$ cat src/rtl/ahb_lite_master_if_pkg.sv
// Shared AHB-Lite types and constants for the two-slave memory subsystem and its upstream master.
package Definitions;

    localparam int DATAWIDTH        = 32;
    localparam int ADDRWIDTH        = 32;
    localparam int DATATRANFER_SIZE = 3;

    typedef enum logic [2:0] {
        SINGLE = 3'b000,
        INCR   = 3'b001,
        WRAP4  = 3'b010,
        INCR4  = 3'b011,
        WRAP8  = 3'b100,
        INCR8  = 3'b101,
        WRAP16 = 3'b110,
        INCR16 = 3'b111
    } BType_t;

    typedef enum logic [1:0] {
        IDLE   = 2'b00,
        BUSY   = 2'b01,
        NONSEQ = 2'b10,
        SEQ    = 2'b11
    } Trans_t;

    typedef enum logic {
        OKAY  = 1'b0,
        ERROR = 1'b1
    } Response_t;

    typedef enum logic [2:0] {
        M_IDLE,
        M_ADDR,
        M_BURST,
        M_LAST,
        M_ERR
    } MstState_t;

    localparam logic [3:0] HPROT_DEFAULT = 4'b0011;

    // Command context kept for the whole burst: start address drives wrap/linear address generation.
    typedef struct packed {
        logic [ADDRWIDTH-1:0]        base;
        logic [3:0][DATAWIDTH-1:0]   wdata;
    } mst_cmd_t;

    // Only the fixed 4-beat bursts are issued as bursts; everything else degrades to SINGLE.
    function automatic logic [2:0] norm_burst(input logic [2:0] b);
        return (b == INCR4 || b == WRAP4) ? b : 3'(SINGLE);
    endfunction

endpackage

$ cat src/rtl/ahb_lite_master_if_addr_gen.sv
// Beat address for a burst, computed from the start address and beat index (linear or WRAP4).
module ahb_master_addr_gen
    import Definitions::*;
(
    input  logic [ADDRWIDTH-1:0]        base,
    input  logic [DATATRANFER_SIZE-1:0] size,
    input  logic [2:0]                  burst,
    input  logic [1:0]                  beat,
    output logic [ADDRWIDTH-1:0]        addr
);

    logic [ADDRWIDTH-1:0] step;
    logic [ADDRWIDTH-1:0] lin;
    logic [ADDRWIDTH-1:0] wrap_mask;

    always_comb begin
        step      = ADDRWIDTH'(1) << size;
        lin       = base + (ADDRWIDTH'(beat) << size);
        // WRAP4 stays inside the (4 << size)-byte block holding the start address
        wrap_mask = (step << 2) - ADDRWIDTH'(1);
        addr      = lin;
        if (burst == WRAP4)
            addr = (base & ~wrap_mask) | (lin & wrap_mask);
    end

endmodule

$ cat src/rtl/ahb_lite_master_if.sv
// AHB-Lite master: turns one-at-a-time SINGLE/INCR4/WRAP4 commands into pipelined bus transfers.
module ahb_lite_master_if
    import Definitions::*;
(
    input  logic                          HCLK,
    input  logic                          HRESETn,
    input  logic                          cmd_valid,
    output logic                          cmd_ready,
    input  logic [ADDRWIDTH-1:0]          cmd_addr,
    input  logic                          cmd_write,
    input  logic [2:0]                    cmd_burst,
    input  logic [DATATRANFER_SIZE-1:0]   cmd_size,
    input  logic [4*DATAWIDTH-1:0]        cmd_wdata,
    output logic                          rd_valid,
    output logic [DATAWIDTH-1:0]          rd_data,
    output logic                          done,
    output logic                          done_err,
    output logic [ADDRWIDTH-1:0]          HADDR,
    output logic                          HWRITE,
    output logic [DATATRANFER_SIZE-1:0]   HSIZE,
    output logic [2:0]                    HBURST,
    output logic [1:0]                    HTRANS,
    output logic [DATAWIDTH-1:0]          HWDATA,
    output logic                          HMASTLOCK,
    output logic [3:0]                    HPROT,
    input  logic [DATAWIDTH-1:0]          HRDATA,
    input  logic                          HREADY,
    input  logic                          HRESP
);

    MstState_t                    state, state_nx;
    mst_cmd_t                     cmd_q, cmd_nx;
    logic [1:0]                   beat, beat_nx;
    logic                         dp_valid, dp_valid_nx;
    logic                         dp_write, dp_write_nx;
    logic                         dp_last, dp_last_nx;
    logic [ADDRWIDTH-1:0]         haddr_nx, next_addr;
    logic                         hwrite_nx;
    logic [DATATRANFER_SIZE-1:0]  hsize_nx;
    logic [2:0]                   hburst_nx;
    logic [1:0]                   htrans_nx;
    logic [DATAWIDTH-1:0]         hwdata_nx, rd_data_nx;
    logic                         rd_valid_nx, done_nx, done_err_nx;
    logic                         addr_acc, last_beat, err_now;
    logic [1:0]                   beat_inc;

    assign cmd_ready = (state == M_IDLE);
    assign HMASTLOCK = 1'b0;
    assign HPROT     = HPROT_DEFAULT;
    assign beat_inc  = beat + 2'd1;

    ahb_master_addr_gen u_addr_gen (
        .base  (cmd_q.base),
        .size  (HSIZE),
        .burst (HBURST),
        .beat  (beat_inc),
        .addr  (next_addr)
    );

    always_ff @(posedge HCLK) begin
        if (!HRESETn) begin
            state    <= M_IDLE;
            cmd_q    <= '0;
            beat     <= 2'd0;
            dp_valid <= 1'b0;
            dp_write <= 1'b0;
            dp_last  <= 1'b0;
            HADDR    <= '0;
            HWRITE   <= 1'b0;
            HSIZE    <= '0;
            HBURST   <= SINGLE;
            HTRANS   <= IDLE;
            HWDATA   <= '0;
            rd_valid <= 1'b0;
            rd_data  <= '0;
            done     <= 1'b0;
            done_err <= 1'b0;
        end else begin
            state    <= state_nx;
            cmd_q    <= cmd_nx;
            beat     <= beat_nx;
            dp_valid <= dp_valid_nx;
            dp_write <= dp_write_nx;
            dp_last  <= dp_last_nx;
            HADDR    <= haddr_nx;
            HWRITE   <= hwrite_nx;
            HSIZE    <= hsize_nx;
            HBURST   <= hburst_nx;
            HTRANS   <= htrans_nx;
            HWDATA   <= hwdata_nx;
            rd_valid <= rd_valid_nx;
            rd_data  <= rd_data_nx;
            done     <= done_nx;
            done_err <= done_err_nx;
        end
    end

    always_comb begin
        state_nx    = state;
        cmd_nx      = cmd_q;
        beat_nx     = beat;
        dp_valid_nx = dp_valid;
        dp_write_nx = dp_write;
        dp_last_nx  = dp_last;
        haddr_nx    = HADDR;
        hwrite_nx   = HWRITE;
        hsize_nx    = HSIZE;
        hburst_nx   = HBURST;
        htrans_nx   = HTRANS;
        hwdata_nx   = HWDATA;
        rd_valid_nx = 1'b0;
        rd_data_nx  = rd_data;
        done_nx     = 1'b0;
        done_err_nx = 1'b0;

        addr_acc  = HTRANS[1] & HREADY;
        last_beat = (HBURST == SINGLE) || (beat == 2'd3);
        // The ERR state already owns the second error cycle
        err_now   = dp_valid && (HRESP == ERROR) && (state != M_ERR);

        // Data-phase pipeline: an accepted address phase becomes next cycle's data phase
        if (HREADY) begin
            dp_valid_nx = addr_acc;
            if (addr_acc) begin
                dp_write_nx = HWRITE;
                dp_last_nx  = last_beat;
                if (HWRITE)
                    hwdata_nx = cmd_q.wdata[beat];
            end
            if (dp_valid && HRESP == OKAY) begin
                rd_valid_nx = ~dp_write;
                if (!dp_write)
                    rd_data_nx = HRDATA;
                done_nx = dp_last;
            end
        end

        case (state)
            M_IDLE: begin
                if (cmd_valid) begin
                    state_nx     = M_ADDR;
                    htrans_nx    = NONSEQ;
                    haddr_nx     = cmd_addr;
                    hwrite_nx    = cmd_write;
                    hsize_nx     = cmd_size;
                    hburst_nx    = norm_burst(cmd_burst);
                    beat_nx      = 2'd0;
                    cmd_nx.base  = cmd_addr;
                    cmd_nx.wdata = cmd_wdata;
                end
            end
            M_ADDR, M_BURST: begin
                if (HREADY) begin
                    if (last_beat) begin
                        state_nx  = M_LAST;
                        htrans_nx = IDLE;
                    end else begin
                        state_nx  = M_BURST;
                        htrans_nx = SEQ;
                        haddr_nx  = next_addr;
                        beat_nx   = beat_inc;
                    end
                end
            end
            M_LAST: begin
                if (HREADY)
                    state_nx = M_IDLE;
            end
            M_ERR: begin
                if (HREADY) begin
                    state_nx    = M_IDLE;
                    done_nx     = 1'b1;
                    done_err_nx = 1'b1;
                    rd_valid_nx = 1'b0;
                    dp_valid_nx = 1'b0;
                end
            end
            default: state_nx = M_IDLE;
        endcase

        // First error cycle cancels any pending address phase; an ERROR already carrying
        // HREADY=1 is taken as the second cycle and completes the command at once.
        if (err_now) begin
            htrans_nx   = IDLE;
            rd_valid_nx = 1'b0;
            done_nx     = 1'b0;
            if (HREADY) begin
                state_nx    = M_IDLE;
                done_nx     = 1'b1;
                done_err_nx = 1'b1;
                dp_valid_nx = 1'b0;
            end else begin
                state_nx = M_ERR;
            end
        end
    end

endmodule

$ cat config.mk
export PLATFORM = sky130hd
export DESIGN_NAME = ahb_lite_master_if
export DESIGN_NICKNAME = d
export VERILOG_FILES = /design/src/rtl/ahb_lite_master_if_pkg.sv /design/src/rtl/ahb_lite_master_if_addr_gen.sv /design/src/rtl/ahb_lite_master_if.sv
export SDC_FILE = /design/constraint.sdc
export NUM_CORES = 1
export LEC_CHECK = 0
export ABC_AREA = 1
export BUFFER_PORTS_ARGS = -buffer_cell sky130_fd_sc_hd__buf_2
export CORE_MARGIN = 2
export CORE_UTILIZATION = 58
export CTS_CLUSTER_DIAMETER = 200
export DETAILED_ROUTE_END_ITERATION = 6
export GPL_TIMING_DRIVEN = 0
export PLACE_DENSITY = 0.95
export SYNTH_ARGS = -nofsm -noshare
export SYNTH_HDL_FRONTEND = slang
export SYNTH_SLANG_ARGS = --single-unit
$ cat constraint.sdc
create_clock -name HCLK -period 5.2 [get_ports HCLK]
set_clock_uncertainty 0.1 [all_clocks]
set_input_delay 1.56 -clock HCLK [delete_from_list [all_inputs] [get_ports HCLK]]
set_output_delay 1.56 -clock HCLK [all_outputs]
set_load 0.01 [all_outputs]
==> impl_metrics.toml <==
[layout]
final_cell_mix = "sky130_fd_sc_hd__buf_2, sky130_fd_sc_hd__nor2_1, sky130_fd_sc_hd__o21ai_0, sky130_fd_sc_hd__a21oi_1, sky130_fd_sc_hd__dfxtp_1"
finish.net_count = 2346
final_cells = 2429
filler_cell_count = 1694
final_common_cell = "sky130_fd_sc_hd__buf_2"
finalInstanceArea_um2 = 15300
area.growth.synth_to_final_pct = 23.2
drive_above_1_share_pct = 19.4

[grt]
initial_antenna_violation_count = 2
first_pass_grt_wire_length_um = 66300
grt_pass1_vias = 12949
grt_usage_pct = 37.1
grt_start_max_net_pins = 15
overflow = 0

[logic_synthesis]
syn-mean-instance-area_um2 = 6.98
syn-cell-area_um2 = 12500
synth_top_area_cell = "sky130_fd_sc_hd__dfxtp_1"
synth_cell_types = 40
synthTopCellsByArea = "sky130_fd_sc_hd__dfxtp_1, sky130_fd_sc_hd__a21oi_1, sky130_fd_sc_hd__o21ai_0"
ys_seq_area_share_pct = 44.4
syn-instance-count = 1785
synthesis.yosys.warnings = 0
postSynthRegisterBits = 276
synth_top_cell_area_share_pct = 44.4

[place]
detailedPlacementHpwl_um = 31600
portBuffers = 312
dpl_cell_area_um2 = 14400
place.gp.congestion = 0.990
dp_cells = 2375

[power]
clock_power_share_pct = 26.9
static-leakage-power_nw = 7.17
net_switching_power_of_the_design_w = 0.00310
internal_power_w = 0.00477
combPwrFrac_pct = 36.0
fin_total_pwr_w = 0.00787
pwr-share-seq_pct = 37.1
power.switching_fraction_pct = 39.4
vdd_ir_max_uv = 365
power_per_cell_area_nw_per_um2 = 513

[sta]
setup-tns-final_ps = 0
timing.final.setup_violations = 0
rsz0062_at_grt = "no"
tightestPinTransition_ps = 812
slew_headroom_pct = 45.8
timing.final.crit_period_ps = 3410
final-max-slew-violation-count = 0
timing.fmax_ghz = 0.293
final_hold_viol_count = 0
timing.final.crit_share_pct = 65.6

[floorplanning]
ios = 318
die_x_um = 151
starting_density_pct = 59.2
die_area_um2 = 22700
fp.coreArea_um2 = 21000
row_count = 53
dieHeight_um = 151

[run_status]
run_status = "complete, no violations"

[hold_path]
worstHoldPathType = "reg -> reg"
min_delay_path_depth = 2

[clock_tree]
post_cts_resize_count = 0
htree_levels = 1
numClockSinks = 276
clock_tree_from_tritoncts = "yes"
maximum_clock_path_buffer_count = 3
cts_root_buf = "sky130_fd_sc_hd__clkbuf_16"
clkSlewWorstSetupHoldPaths_ps = 70
cts_inserted_buffers = 28
clk-insertion-delay-late_ps = 550
postCtsSetupBuffers = 0
post_cts_hold_buffer_count = 0

[critical_path]
worst-endpoint-arrival_ps = 3790
worst_setup_path_start_kind = "flop"
worstSetupPathType = "reg -> reg"
cp.required_ps = 5580
rr_worst_depth = 18
crit_path_max_fanout = 10
end_kind = "flop"

[route]
first_iter_violations = 1330
postRouteAntennaNets = 0
route.detailed.drc = 0
drt_first_pass_iters = 6
vias = 13802
drt-vias-per-instance = 5.68
wire_per_inst_um = 17.6
detailed_route_wl_um = 42900

[flow_run]
maxCapViolCount = 0
-- area by class of cell --
type | count | area (um^2) | area share, %
multi-input cells | 1205 | 5690 | 37.1
inverters | 186 | 701 | 4.57
well taps | 275 | 344 | 2.24
clock inverters | 17 | 211 | 1.38
diodes | 2 | 5.00 | 0.0326
clock buffers | 35 | 757 | 4.93
flip-flops and latches | 276 | 5530 | 36.0
repair buffers | 312 | 1560 | 10.2
plain buffers | 121 | 544 | 3.55
-- cell families after synthesis --
group | count (synthesis) | share of synthesized area (%)
adders and majority gates | 12 | 1.27
xor gates and xnor gates | 8 | 0.563
other | 2 | 0.0603
buffers and inverters | 307 | 10.0
and+or+nand+nor | 594 | 20.0
AOI/OAI and AO/OA | 586 | 23.8
DFF | 276 | 44.4
-- through the flow --
stage / hold WS (ps) / utilization, % / setup slack (ps)
6_report: 353 / 73.0 / 1790
5_1_grt: 370 / 73.0 / 1540
3_3_place_gp: 338 / 68.4 / 1740
2_1_floorplan: 330 / - / 2440
3_5_place_dp: 343 / 68.4 / 1700
4_1_cts: 353 / 73.0 / 1870
-- metal layers --
| metal | share of wire (%) | global-route usage, % |
|---|---|---|
| met1 | 38 | 48.5 |
| met2 | 46 | 60.0 |
| met3 | 11 | 6.30 |
| met4 | 4.7 | 17.2 |
| met5 | 0 | 0 |
-- critical path, stage by stage, from the launching register on --
cell and delay [ps]:
sky130_fd_sc_hd__dfxtp_1 330, sky130_fd_sc_hd__buf_2 190, sky130_fd_sc_hd__clkbuf_1 380, sky130_fd_sc_hd__nand2_1 90, sky130_fd_sc_hd__o21ai_0 160, sky130_fd_sc_hd__or2_2 190, sky130_fd_sc_hd__nor2_1 60, sky130_fd_sc_hd__fa_1 490
sky130_fd_sc_hd__nand3_1 110, sky130_fd_sc_hd__nand3_1 170, sky130_fd_sc_hd__nand2_1 110, sky130_fd_sc_hd__nand2_1 80, sky130_fd_sc_hd__nand2_1 60, sky130_fd_sc_hd__nand2_1 280, sky130_fd_sc_hd__nand2_1 180, sky130_fd_sc_hd__nand2_1 70
sky130_fd_sc_hd__nand3_1 60, sky130_fd_sc_hd__nand2_1 90, sky130_fd_sc_hd__a21oi_1 130
-- power by group through the flow --
stage          clock network [W]  registers, W  logic [W]
2_1_floorplan                  0       0.00294    0.00175
3_3_place_gp                   0       0.00291    0.00265
3_5_place_dp                   0       0.00294    0.00273
4_1_cts                  0.00211       0.00290    0.00276
5_1_grt                  0.00220       0.00296    0.00311
6_report                 0.00212       0.00292    0.00283
-- worst paths after layout --
check                  from        end  slack, ps
setup / recovery    beat[0]  HADDR[30]       1790
setup reg to reg    beat[0]  HADDR[30]       1790
hold / removal    cmd_q[85]  cmd_q[85]        350
hold reg to reg   cmd_q[85]  cmd_q[85]        350
-- sequential cells by signal, indices dropped and copies added, names as in the netlist, named ones only --
name,cells
cmd_q,160
HWDATA,32
HADDR,32
rd_valid,1
rd_data,32
HBURST,3
dp_last,1
done_err,1
state,3
HTRANS,2
HWRITE,1
done,1
dp_write,1
HSIZE,3
beat,2
-- synth_stat cells, drive strengths merged --
cell,n
buf,42
a211oi,2
a21oi,287
o22ai,1
nor2,291
ha,11
nor4,1
clkbuf,79
a31oi,2
a21o,3
o21bai,1
inv,186
o31ai,1
nand3,64
fa,1
and2,1
o211ai,1
a21boi,1
o21ai,287
conb,2
nand4,11
dfxtp,276
xnor2,2
or2,33
nor3,8
nand2,185
xor2,6
No activity file was read; power rests on OpenSTA's default activity.
